===== src/rtl/gfx_fb_write_arb.sv =====
// gfx_fb_write_arb: owns the framebuffer write port, sequencing full-screen clears ahead of draw traffic
module gfx_fb_write_arb #(
    parameter int FB_WIDTH = 640,
    parameter int FB_HEIGHT = 480,
    parameter int PIXEL_BITS = 12,
    parameter int CLEAR_ON_RESET = 1,
    localparam int FB_X_BITS = $clog2(FB_WIDTH),
    localparam int FB_Y_BITS = $clog2(FB_HEIGHT)
) (
    input  logic                  clk,
    input  logic                  reset,
    input  logic                  clear_req,
    output logic                  clear_busy,
    output logic                  clear_done,
    output logic                  clr_restart,
    output logic                  clr_inc,
    input  logic [FB_X_BITS-1:0]  clr_x,
    input  logic [FB_Y_BITS-1:0]  clr_y,
    input  logic [PIXEL_BITS-1:0] clr_color,
    input  logic                  clr_valid,
    input  logic                  clr_last,
    input  logic                  draw_valid,
    output logic                  draw_ready,
    input  logic [FB_X_BITS-1:0]  draw_x,
    input  logic [FB_Y_BITS-1:0]  draw_y,
    input  logic [PIXEL_BITS-1:0] draw_color,
    output logic                  fb_valid,
    input  logic                  fb_ready,
    output logic [FB_X_BITS-1:0]  fb_x,
    output logic [FB_Y_BITS-1:0]  fb_y,
    output logic [PIXEL_BITS-1:0] fb_color
);
    typedef enum logic [2:0] {RESTART, CLR_WAIT, CLEAR, DRAIN, DRAW} state_t;
    localparam state_t RST_STATE = (CLEAR_ON_RESET != 0) ? RESTART : DRAW;
    state_t state_q, state_d;
    logic pending_q, pending_d;
    logic fb_valid_q, fb_valid_d;
    logic clear_done_q, clear_done_d;
    logic [FB_X_BITS-1:0] fb_x_q, fb_x_d;
    logic [FB_Y_BITS-1:0] fb_y_q, fb_y_d;
    logic [PIXEL_BITS-1:0] fb_color_q, fb_color_d;
    logic free, take, draw_take;

    always_ff @(posedge clk) begin
        if (!reset) begin
            state_q      <= RST_STATE;
            pending_q    <= 1'b0;
            fb_valid_q   <= 1'b0;
            clear_done_q <= 1'b0;
            fb_x_q       <= '0;
            fb_y_q       <= '0;
            fb_color_q   <= '0;
        end else begin
            state_q      <= state_d;
            pending_q    <= pending_d;
            fb_valid_q   <= fb_valid_d;
            clear_done_q <= clear_done_d;
            fb_x_q       <= fb_x_d;
            fb_y_q       <= fb_y_d;
            fb_color_q   <= fb_color_d;
        end
    end

    always_comb begin
        state_d = state_q;
        case (state_q)
            RESTART:  state_d = CLR_WAIT;
            CLR_WAIT: state_d = clr_valid ? CLEAR : CLR_WAIT;
            CLEAR:    state_d = (take && clr_last) ? DRAW : CLEAR;
            DRAIN:    state_d = free ? RESTART : DRAIN;
            DRAW:     state_d = (pending_q || clear_req) ? DRAIN : DRAW;
            default:  state_d = RST_STATE;
        endcase
    end

    always_comb begin
        free         = !fb_valid_q || fb_ready;
        take         = (state_q == CLEAR) && clr_valid && free;
        draw_ready   = (state_q == DRAW) && !pending_q && free;
        draw_take    = draw_valid && draw_ready;
        clr_inc      = take;
        clr_restart  = (state_q == RESTART) && reset;
        clear_busy   = pending_q || (state_q != DRAW);
        pending_d    = (state_d == RESTART && state_q != RESTART) ? 1'b0 : (pending_q || clear_req);
        clear_done_d = take && clr_last;
        fb_valid_d   = free ? (take || draw_take) : 1'b1;
        fb_x_d       = take ? clr_x : draw_take ? draw_x : fb_x_q;
        fb_y_d       = take ? clr_y : draw_take ? draw_y : fb_y_q;
        fb_color_d   = take ? clr_color : draw_take ? draw_color : fb_color_q;
    end

    assign clear_done = clear_done_q;
    assign fb_valid   = fb_valid_q;
    assign fb_x       = fb_x_q;
    assign fb_y       = fb_y_q;
    assign fb_color   = fb_color_q;
endmodule

===== config.mk =====
export PLATFORM = sky130hd
export DESIGN_NAME = gfx_fb_write_arb
export DESIGN_NICKNAME = d
export VERILOG_FILES = /design/src/rtl/gfx_fb_write_arb.sv
export SDC_FILE = /design/constraint.sdc
export NUM_CORES = 1
export LEC_CHECK = 0
export ABC_AREA = 1
export BUFFER_PORTS_ARGS = -buffer_cell sky130_fd_sc_hd__buf_2
export CORE_MARGIN = 4
export CORE_UTILIZATION = 28
export CTS_CLUSTER_SIZE = 20
export DETAILED_ROUTE_END_ITERATION = 8
export PLACE_DENSITY_LB_ADDON = 0.15
export SETUP_SLACK_MARGIN = 0.4
export SYNTH_ARGS = -nofsm -noshare
export SYNTH_HDL_FRONTEND = slang
export SYNTH_SLANG_ARGS = --single-unit
export TNS_END_PERCENT = 30

===== constraint.sdc =====
create_clock -name clk -period 2 [get_ports clk]
set_clock_uncertainty 0.1 [all_clocks]
set_input_delay 0.4 -clock clk [delete_from_list [all_inputs] [get_ports clk]]
set_output_delay 0.4 -clock clk [all_outputs]
set_load 0.03 [all_outputs]

Yosys cells after proc, flatten, opt, wreduce, memory -nomap -nowiden --
Index checks and enable logic that the tools add are counted.
Storage, ports and cells: flip-flop bits (word level) 37, bits in latches 0, bits in writable memories 0, bits in read-only memories 0, bits of input ports 69, output and inout bits 37, logic and storage cells 44, memories 0
Cells by class: add/subtract/negate cells 0, $mul 0, divide/modulo/power cells 0, magnitude comparators 0, equal/unequal tests 5, shift-type cells 0, muxes and demuxes 12, bitwise operators 1, reduce and logical (&&, ||, !) cells 19
Operators by type and width (count):
- 12-bit two-way mux | 2
- 10-bit two-way mux | 2
- 9-bit two-way mux | 2
- 3-bit case mux with 5 select lines | 1
- 1-bit logical AND | 8
- 3-bit by 2-bit equality test with 1-bit output, second input constant | 2
- 3-bit zero test | 2
- 3-bit two-way mux | 2
- 1-bit logical OR | 4
- 2-bit two-way mux | 2
- 3-bit by 1-bit equality test with 1-bit output, second input constant | 1
- 3-bit equality test, second input constant | 1
- 3-bit != test, second input constant | 1
- 3-bit nonzero test | 1
- 1-bit zero test | 2
- 2-bit nonzero test | 1
- 2-bit OR reduction | 1
- 1-bit two-way mux | 1
- 1-bit NOT | 1

Longest topological paths before layout --
Gate-level depths: netlist of run 1.
depth in word-level cells 9, gate-level depth with buffers 9, depth with buffers taken out 8

Worst setup path before layout of run 1 --
No wires, ideal clock.
path type input port to output port, from input port reset, to output port clr_restart, arrival time 1.621 ns, required time 1.500 ns, slack -0.121 ns, stages on the path 3, buffers on the path 1, cell sequence clkbuf_1 > inv_1 > nor4_1
Between the ends: word-level cells in the longest chain between the ends 1
RTL lines:
- start: declaration | RTL line 11 | input logic reset,
- 1-bit logical AND | RTL line 82 | clr_restart = (state_q == RESTART) && reset;
- end: declaration | RTL line 15 | output logic clr_restart,
No other way between the ends.

Final worst setup path of run 1 --
from register state_q[0], to output port draw_ready
Between the ends: word-level cells in the longest chain between the ends 3
RTL lines:
- start: declaration | RTL line 35 | state_t state_q, state_d;
- start signal: assignment | RTL line 54 | state_q <= state_d;
- 3-bit equality test | RTL line 79 | draw_ready = (state_q == DRAW) && !pending_q && free;
- 1-bit logical AND (2 in series) | RTL line 79
- end: declaration | RTL line 23 | output logic draw_ready,
No other way between the ends.

==> results of run 1 <==
per-layer routing:
| metal | share of wire | track usage |
|---|---|---|
| met5 | 0 | 0 |
| met2 | 0.47 | 0.247 |
| met3 | 0.063 | 0.0308 |
| met4 | 0.014 | 0.0462 |
| met1 | 0.45 | 0.163 |
path summary, 6_finish.rpt:
kind / from / to / slack, ns / cells past startpoint
worst max-delay path: state_q[0] / draw_ready / 0.27 / 6
worst min-delay path: draw_color[1] / fb_color[1] / 0.31 / 5
worst max register to register: state_q[0] / fb_x[0] / 0.44 / 8
worst min register to register: fb_y[7] / fb_y[7] / 0.44 / 4
worst max-delay path: stages, from the launching register on:
cell and delay, ns:
dfxtp_4 0.38, nor2_4 0.12, nand2_1 0.07, nor2_2 0.11, inv_2 0.06, nor2_4 0.07, buf_6 0.13
layout make-up:
class	instances	area, µm²	share of cell area
Timing Repair Buffer	122	733	0.240
Multi-Input combinational cell	253	1170	0.384
Clock buffer	7	96.3	0.0316
Inverter	43	166	0.0546
Sequential cell	37	753	0.247
Clock inverter	1	5.00	0.00164
Tap cell	99	124	0.0406
per-stage QoR:
| step | instances | hold slack, ns | power [mW] | setup slack, ns |
|---|---|---|---|---|
| after floorplan | 359 | 0.441 | 1.03 | 0.345 |
| after global placement | 546 | 0.428 | 1.16 | 0.375 |
| after detailed placement | 546 | 0.433 | 1.16 | 0.373 |
| after CTS | 556 | 0.299 | 1.76 | 0.235 |
| after global routing | 562 | 0.326 | 1.86 | 0.209 |
| final | 562 | 0.307 | 1.75 | 0.270 |
report_power, final:
part	total (mW)	switching, mW	internal [mW]
Clock	0.579	0.267	0.312
Sequential	0.788	0.0223	0.766
Combinational	0.379	0.218	0.161
repair_timing:
action                     CTS  global route
pin swaps                    1             4
gates cloned                 0             1
resized for setup            9            17
buffers inserted             2             5
setup endpoints to repair    6            36
cell usage in the layout, fill, tap and decap left out:
cell type and n:
clkbuf_16 1, nand4_1 1, nand2_1 101, a21oi_4 1
dfxtp_1 33, clkbuf_8 7, dfxtp_4 3, nor2_4 3
nor2_2 1, dfxtp_2 1, nand3_2 1, nor2_1 37
clkinv_2 1, inv_1 40, inv_2 2, nand2_2 2
buf_6 4, nor4_4 1, buf_2 101, buf_12 3
o21ai_0 1, a21oi_1 30, clkbuf_4 1, nand3_1 69
nand2_4 1, buf_4 12, clkinv_4 1, a21oi_2 4
flip-flops by register name (all words and copies together), names as in the netlist:
register / flops
clear_done: 1
fb_color: 12
fb_valid: 1
fb_x: 10
fb_y: 9
pending_q: 1
state_q: 3
kinds of logic after synthesis:
| logic type | count (synthesis) | share of synthesized area |
|---|---|---|
| simple gates | 217 | 0.432 |
| buf+inv | 69 | 0.138 |
| flops | 37 | 0.345 |
| compound gates | 36 | 0.0857 |
==> metrics.cfg, run 1 <==
[logic_synthesis]
ys_seq_area_frac=0.345
ys_ff_latch=37
synth_area_um2=2150
synth-async-reset-ratio=0
yosys-top-cells-count=nand2_1 (103), nand3_1 (69), inv_1 (42)
synth.distinct_cells=20
synth_edf_count=0
avgSynthCellArea_um2=5.98
synthFlopType=dfxtp_1
netlist_instances=359
yosysWarnings=0
yosysMostFrequentCell=nand2_1
synth_area_leaders=dfxtp_1 (34%), nand2_1 (18%), nand3_1 (16%), a21oi_1 (7.9%), inv_1 (7.3%)
synth_top_area_cell=dfxtp_1
synth_top_cell_area_share=0.345
synth_nets=428

[sta]
drv_slew=0
tns_ns=0
min_period_ns=1.73
relSlewSlack=0.737
max_freq_mhz=578
setup_viol=0
period_share=0.865
hold_violations=0
rsz0062_at_grt=true
worst_pin_slew_ns=0.395

[global_routing]
grt_overflow_total=0
track_usage=0.139
grt_pass1_vias=2285
antenna_found_initial=0
grt_first_pass_wirelength_um=10100
grt_max_degree=64

[flow_run]
drv_cap=0

[clocking]
clk_path_buf_depth=2
cts.sinks=37
cts_tree=done
cts_hold_buf=0
numCtsBuffers=5
clkSlewWorstSetupHoldPaths_ns=0.08
cts_root_buf=clkbuf_8
clock_latency_ns=0.29
htree_num_levels=2

[floorplanning]
dieArea_um2=9130
start_util=0.291
rows=31
core-area_um2=7370
ioPinCount=106
fp.dieH_um=95.6
die_w_um=95.6

[drt]
dr.pass1.iters=4
antenna_left=0
remaining_drc_errors=0
wl_um=6450
drt_iter0_markers=93
num_vias=2476
route.detailed.wl_per_inst_um=11.5
viasPerCell=4.41

[critical_path]
cp-start-kind=register
worstPathArrival_ns=1.23
cp_max_fo=6
critPathCaptureType=primary output
crit_required_ns=1.50
path_class=reg2out

[place]
place_area_um2=2800
place_hpwl_um=4350
gp_congestion=0.761
io_buffers=105

[layout]
drive_above_1_share=0.326
fill_cells=838
design_area_um2=3050
area_growth_pct=42.0
antennaDiodeCount=0
nets=531
final_util=0.414

[status]
outcome=complete, no violations

[power_and_ir_drop]
p_per_area_nw_per_um2=573
max-vdd-ir-drop_uv=253
p_leak_nw=1.71

[hold_path]
holdCritPathClass=in2reg

Note: power is estimated with default switching activity, not from simulation.
==> inputs of run 2 (changes only) <==
--- a/config.mk
+++ b/config.mk
@@ -8,7 +8,7 @@
 export ABC_AREA = 1
 export BUFFER_PORTS_ARGS = -buffer_cell sky130_fd_sc_hd__buf_2
 export CORE_MARGIN = 4
-export CORE_UTILIZATION = 28
+export CORE_UTILIZATION = 40
 export CTS_CLUSTER_SIZE = 20
 export DETAILED_ROUTE_END_ITERATION = 8
 export PLACE_DENSITY_LB_ADDON = 0.15
==> run 2 against run 1 <==
Critical path depth shrank 3. Maximum frequency shrank 1.4%. Die area shrank 28%. Cell area grew 5.0%. First-iteration DRC count shrank 6.5%. Sequential share of layout area shrank 1.2 points. Power grew 0.47%. Via count grew 1.9%. Clock power is essentially flat. Non-clock buffer count grew 8. Worst hold slack lost 0.0075 ns. Sequential power is essentially flat. Critical path type unchanged.
==> metrics.cfg, run 2 (same netlist as run 1, synthesis figures left out) <==
[power_and_ir_drop]
p_seq_frac=0.448
clock_power_share=0.330
p_leak_nw=1.84
max-vdd-ir-drop_uv=314
power_switching_mw=0.515
total_power_mw=1.75
power.internal_mw=1.24
pwr-share-comb=0.221
p_per_area_nw_per_um2=548
p_sw_frac=0.294

[clocking]
clock_latency_ns=0.29
clkSlewWorstSetupHoldPaths_ns=0.07
clk_path_buf_depth=2
cts.sinks=37
cts_tree=done
cts_root_buf=clkbuf_8
cts_hold_buf=0
htree_num_levels=2
numCtsBuffers=5

[global_routing]
grt_pass1_vias=2095
grt_max_degree=64
antenna_found_initial=0
track_usage=0.180
grt_first_pass_wirelength_um=9300
grt_overflow_total=0

[critical_path]
cp_max_fo=3
worstPathArrival_ns=1.26
r2r_cells=10
critPathCaptureType=primary output
path_class=reg2out
slowest_stage=dfxtp_4
crit_end=clr_restart
slowest_delay_ns=0.37
crit_required_ns=1.50
rrSetupSlack_ns=0.28
startpoint=state_q[0]
reg2reg_from=state_q[1]
cp-start-kind=register
crit_chain=buf_6 -> nor4_4 -> buf_4
r2r-end=fb_x[0]

[drt]
remaining_drc_errors=0
drt_iter0_markers=87
viasPerCell=4.67
num_vias=2524
dr.pass1.iters=4
antenna_left=0
wl_um=6580
route.detailed.wl_per_inst_um=12.2

[place]
dp.cells=515
place_hpwl_um=3960
io_buffers=105
gp_congestion=0.766

[floorplanning]
start_util=0.418
rows=26
dieArea_um2=6600
die_w_um=81.3
ioPinCount=106
fp.dieH_um=81.3
core-area_um2=5140

[layout]
fin_cells=541
area_growth_pct=49.1
layout_common_cells=nand2_1 (101), buf_2 (101), nand3_1 (62)
antennaDiodeCount=0
nets=539
drive_above_1_share=0.369
largest_reg_flops=12

[sta]
rsz0062_at_grt=true
setup_viol=0
drv_slew=0
relSlewSlack=0.751
whs_ns=0.299
period_share=0.878
max_freq_mhz=570
tns_ns=0
worst_pin_slew_ns=0.373
hold_violations=0
min_period_ns=1.76

[flow_run]
drv_cap=0

[status]
outcome=complete, no violations

[hold_path]
holdCritPathClass=in2reg

==> run 2: changes by cell type in the layout (fill, tap and decap cells not counted), sizes merged <==
cell,previous run,this run
buf,120,127
clkbuf,9,10
clkinv,2,1
inv,42,43
==> run 2: final cells by class <==
type / instances / area, µm²
fill: 519 / 1940
tap: 70 / 87.6
clock buffer: 7 / 96.3
clock inverter: 1 / 5.00
timing repair buffer: 130 / 830
sequential: 37 / 753
inverter: 43 / 166
multi-input combinational: 253 / 1260
==> run 2: layer usage <==
metal  GRT usage  vias to the layer above  share of wire
li1            -                     1351              -
met1       0.213                     1084           0.41
met2       0.318                       85           0.50
met3      0.0466                        4          0.082
met4      0.0507                        0         0.0061
met5           0                        -              0
==> run 2: how the worst min path moves through the flow <==
stage,end,start,cells after the start,slack [ns]
after detailed placement,fb_color[10],fb_color[10],4,0.43
after CTS,fb_x[6],draw_x[6],5,0.29
after global routing,fb_y[7],draw_y[7],5,0.30
after global placement,fb_y[0],fb_y[0],4,0.43
after floorplan,pending_q,pending_q,4,0.44
final,fb_x[6],draw_x[6],5,0.30
==> run 2: per-stage QoR <==
| stage | worst slack [ns] | utilization | instance area [µm²] |
|---|---|---|---|
| CTS | 0.255 | 0.573 | 2950 |
| detailed placement | 0.259 | 0.532 | 2730 |
| floorplan | 0.345 | - | 2190 |
| global route | 0.179 | 0.623 | 3200 |
| finish | 0.245 | 0.623 | 3200 |
| global placement | 0.329 | 0.532 | 2730 |
==> run 2: critical path: cells and delay by family, from the launching register on <==
family / cells / cell delay (ns)
AND/OR/NAND/NOR: 1 / 0.28
flip-flops: 1 / 0.37
buffers and inverters: 2 / 0.32
==> run 2: repair_timing <==
action | in CTS | in global routing
cloned | 0 | 6
pin swaps | 4 | 18
gates resized for setup | 14 | 30
setup buffers | 10 | 2
setup endpoints to repair | 20 | 37
==> run 2: power by group through the flow <==
stage / sequential, mW / clock (mW) / combinational, mW
finish: 0.786 / 0.579 / 0.388
global route: 0.790 / 0.634 / 0.432
CTS: 0.787 / 0.601 / 0.366
detailed placement: 0.807 / 0 / 0.344
global placement: 0.806 / 0 / 0.341
floorplan: 0.854 / 0 / 0.175
